File: config.mk
export PLATFORM = sky130hd
export DESIGN_NAME = vector_mult_unit
export DESIGN_NICKNAME = d
export VERILOG_FILES = /design/src/rtl/vector_mult_unit.sv
export SDC_FILE = /design/constraint.sdc
export NUM_CORES = 2
export LEC_CHECK = 0
export ABC_AREA = 1
export CAP_MARGIN = 20
export CORE_ASPECT_RATIO = 1.1
export CORE_MARGIN = 1
export CORE_UTILIZATION = 38
export CTS_CLUSTER_DIAMETER = 120
export DETAILED_ROUTE_END_ITERATION = 10
export HOLD_SLACK_MARGIN = 0.08
export PLACE_DENSITY = 0.63
export SLEW_MARGIN = 20
export SYNTH_ARGS = -nofsm -noshare
export SYNTH_HDL_FRONTEND = slang
export SYNTH_SLANG_ARGS = --single-unit
File: constraint.sdc
create_clock -name clk -period 3.9 [get_ports clk]
set_input_delay 0.39 -clock clk [delete_from_list [all_inputs] [get_ports clk]]
set_output_delay 0.39 -clock clk [all_outputs]
set_load 0.05 [all_outputs]
File: src/rtl/vector_mult_unit.sv
// rtl/vector_mult_unit.sv - two-stage sign-magnitude Q3.12 dot product with saturation
module vector_mult_unit #(
   parameter int N    = 3,
   parameter int W    = 16,
   parameter int FRAC = 12
) (
   input  logic             clk,
   input  logic             rst_n,
   input  logic             in_valid,
   input  logic [N*W-1:0]   A,
   input  logic [N*W-1:0]   B,
   output logic             out_valid,
   output logic [W-1:0]     RES,
   output logic             sat
);

   // magnitude operand width, full product width, truncated magnitude width
   localparam int MW   = W - 1;
   localparam int FW   = 2 * MW;
   localparam int TW   = FW - FRAC;
   // signed product width (two spare bits) and sum width with headroom for N terms
   localparam int PW   = TW + 2;
   localparam int SW   = PW + $clog2(N) + 1;

   localparam logic signed [SW-1:0] MAX_V = SW'((1 << (W - 1)) - 1);
   localparam logic signed [SW-1:0] MIN_V = -SW'(1 << (W - 1));

   logic signed [PW-1:0] p_d [N];
   logic signed [PW-1:0] p_q [N];
   logic                 v1_q;

   logic signed [SW-1:0] sum_d;
   logic [W-1:0]         res_d, res_q;
   logic                 sat_d, sat_q;
   logic                 ov_q;

   // stage-1 combinational: per-element truncated magnitude product with sign applied
   always_comb begin
      for (int i = 0; i < N; i++) begin
         logic [MW-1:0]        a_mag;
         logic [MW-1:0]        b_mag;
         logic [FW-1:0]        full;
         logic signed [PW-1:0] pos;
         a_mag  = A[i*W +: MW];
         b_mag  = B[i*W +: MW];
         full   = FW'(a_mag) * FW'(b_mag);
         pos    = signed'({2'b00, full[FW-1:FRAC]});
         // a zero magnitude negates to zero, so negative-zero needs no special case
         p_d[i] = (A[i*W + W - 1] ^ B[i*W + W - 1]) ? -pos : pos;
      end
   end

   // stage-2 combinational: sign-extended sum of products and clipping to W bits
   always_comb begin
      sum_d = '0;
      for (int i = 0; i < N; i++) begin
         sum_d = sum_d + {{(SW - PW){p_q[i][PW-1]}}, p_q[i]};
      end
      if (sum_d > MAX_V) begin
         res_d = {1'b0, {(W - 1){1'b1}}};
         sat_d = 1'b1;
      end else if (sum_d < MIN_V) begin
         res_d = {1'b1, {(W - 1){1'b0}}};
         sat_d = 1'b1;
      end else begin
         res_d = sum_d[W-1:0];
         sat_d = 1'b0;
      end
   end

   // pipeline registers: products captured on valid input, result held until next valid
   always_ff @(posedge clk or negedge rst_n) begin
      if (!rst_n) begin
         for (int i = 0; i < N; i++) begin
            p_q[i] <= '0;
         end
         v1_q  <= 1'b0;
         res_q <= '0;
         sat_q <= 1'b0;
         ov_q  <= 1'b0;
      end else begin
         v1_q <= in_valid;
         ov_q <= v1_q;
         if (in_valid) begin
            for (int i = 0; i < N; i++) begin
               p_q[i] <= p_d[i];
            end
         end
         if (v1_q) begin
            res_q <= res_d;
            sat_q <= sat_d;
         end
      end
   end

   assign out_valid = ov_q;
   assign RES       = res_q;
   assign sat       = sat_q;

endmodule

==> results.sh <==
export IMPL_yosys_area_top_type="fa_1"
export IMPL_slowest_delay_ns=0.60
export IMPL_layout_min_cycle_time_ns=5.71
export IMPL_grt_max_degree=54
export IMPL_die_y_um=298
export IMPL_critPathArrivalTime_ns=5.94
export IMPL_syn_to_final_growth_pct=32.5
export IMPL_dp_final_hpwl_um=68100
export IMPL_synth_top_area_share_pct=34.3
export IMPL_synth_area_top_cells="fa_1, nand2_1, inv_1"
export IMPL_cts_root_buf="clkbuf_16"
export IMPL_holdWs_ns=0.0820
export IMPL_clock_latency_ns=0.35
export IMPL_synthTopCellsByCount="nand2_1, inv_1, fa_1, ha_1, nor2_1"
export IMPL_finalInstanceArea_um2=40100
export IMPL_routed_wl_um=81800
export IMPL_worst_setup_path_end_kind="register"
export IMPL_nets=5858
export IMPL_fin_crit_sh_pct=146
export IMPL_async_flop_share_pct=100
export IMPL_crit_type="in -> reg"
export IMPL_drive_gt1_share_pct=27.9
export IMPL_hp_class="in -> async"
export IMPL_overflow=0
export IMPL_synth_edff_count=0
export IMPL_viasPerCell=4.65
export IMPL_ys_seq_area_share_pct=6.53
export IMPL_ys_ff_latch=79
export IMPL_grt_pass1_wl_um=140000
export IMPL_skew_ns=0.0145
export IMPL_violations="setup timing"
export IMPL_insertedDiodeCount=0
export IMPL_layout_setup_ws_ns=-1.81
export IMPL_postCtsHoldBufs=0
export IMPL_start_kind="primary input"
export IMPL_clk_path_buf_depth=2
export IMPL_first_global_vias=30000
export IMPL_fillers=7545
export IMPL_maxCapViolCount=0
export IMPL_synth_area_um2=30300
export IMPL_clk_pin_slew_ns=0.07
export IMPL_rsz0062_at_grt="yes"
export IMPL_placement_io_buffers=116
export IMPL_fmax_mhz=175
export IMPL_placed_area_um2=36400
export IMPL_cp_max_fo=5
export IMPL_critPathSlowestCell="fa_1"
export IMPL_finalSetupViolCount=60
export IMPL_finalHoldViolCount=0
export IMPL_clkSinkCount=79
export IMPL_synth_area_per_cell_um2=6.99
export IMPL_detail_route_antenna_nets=0
export IMPL_start_util_pct=38.4
export IMPL_num_rows=108
export IMPL_ios=117
export IMPL_place_ws_ns=-2.74
export IMPL_ys_warnings_count=0
export IMPL_syn_num_nets=5246
export IMPL_slew_viol_final=0
export IMPL_h_tree_depth=3
export IMPL_die_area_um2=80900
export IMPL_synth_most_common_cell="nand2_1"
export IMPL_synth_cell_types=47
export IMPL_coreArea_um2=78900
export IMPL_cts_tree="yes"
export IMPL_relSlewSlack_pct=39.9
export IMPL_dr_total_vias=27900
export IMPL_dr_pass1_iters=5
export IMPL_drc_errors=0
export IMPL_cp_data_required_time_ns=4.14
export IMPL_wire_per_inst_um=13.6
export IMPL_synthFlopType="dfrtp_1"
export IMPL_grtUsageTotal_pct=20.7
export IMPL_synth_cells=4332
export IMPL_cts_buffers=9
export IMPL_fp_dieW_um=271
export IMPL_drt_iter0_drc=1252
export IMPL_antenna_found_initial=0
export IMPL_gp_congestion=0.916
export IMPL_worstMarginPinSlew_ns=0.900
export IMPL_run_status="finished, violations left"
## layout make-up
type,count,area [um2],area share [%]
clock buffer,10,239,0.595
tap,1045,1310,3.26
multi-input combinational,2933,26000,64.7
sequential,79,1980,4.93
inverter,1208,4540,11.3
timing repair buffer,713,6030,15.0
clock inverter,6,75.1,0.187
## state kept, by name, summed over array words and instances (netlist names)
signal and count:
RES 16, out_valid 1, p_q 60, sat 1, v1_q 1
## layer usage
layer / share of wire, % / track usage, % / routed length, um / vias up
met1: 40 / 24.4 / 32900 / 13400
met5: 0 / 0 / 0 / -
met3: 2.3 / 0.806 / 1880 / 181
li1: - / - / - / 13700
met2: 54 / 39.8 / 43900 / 530
met4: 3.8 / 6.96 / 3140 / 0
## worst max-delay path, delay by kind of cell
family,cells,cell delay (ns)
adders and majority gates,7,3.48
buffers and inverters,6,0.57
and+or+nand+nor,16,1.51
## cell families after synthesis
family	after synthesis	synth area share [%]
AO/OA/AOI/OAI	199	3.75
XOR/XNOR	49	1.47
adder cells (fa/ha/maj)	815	46.5
buffers and inverters	1320	16.4
flip-flops	79	6.53
AND/OR/NAND/NOR	1870	25.3
## through the flow
step / instances / utilization, % / TNS, ns
final: 5994 / 50.9 / -94.99
after global routing: 5994 / 50.9 / -109.13
after CTS: 5966 / 49.2 / -96.59
after detailed placement: 5844 / 46.1 / -145.74
after global placement: 5844 / 46.1 / -143.89
after floorplan: 4332 / - / -90.27
## final timing paths
path / slack [ns] / start / to / depth (start not counted)
hold / removal: 0.08 / rst_n / RES[13] / 1
hold reg to reg: 0.51 / p_q[55] / p_q[55] / 2
min in group clk: 0.51 / p_q[55] / p_q[55] / 2
max in group asynchronous: 2.95 / rst_n / p_q[14] / 2
setup / recovery: -1.81 / B[25] / p_q[37] / 29
setup reg to reg: 0.46 / p_q[1] / RES[5] / 15
## placed cells by master, fill, tap and decap left out, types with 61 or more instances in the layout
cell type	n
ha_1	254
dfrtp_1	79
nand2_1	1153
nand3_1	114
buf_4	487
nand2_2	211
inv_1	1085
fa_1	497
inv_2	117
nor2_1	111
buf_6	119
a21oi_1	61
## timing repair
| action | in CTS | in global routing |
|---|---|---|
| setup endpoints to repair | 60 | 60 |
| buffers inserted | 108 | 44 |
| gates cloned | 1 | 0 |
| gates resized for setup | 716 | 411 |
| pin swaps | 297 | 316 |
Power is left out: the tool's default activity adds up to more than one toggle a clock period on the data nets, which glitch-free logic cannot reach.
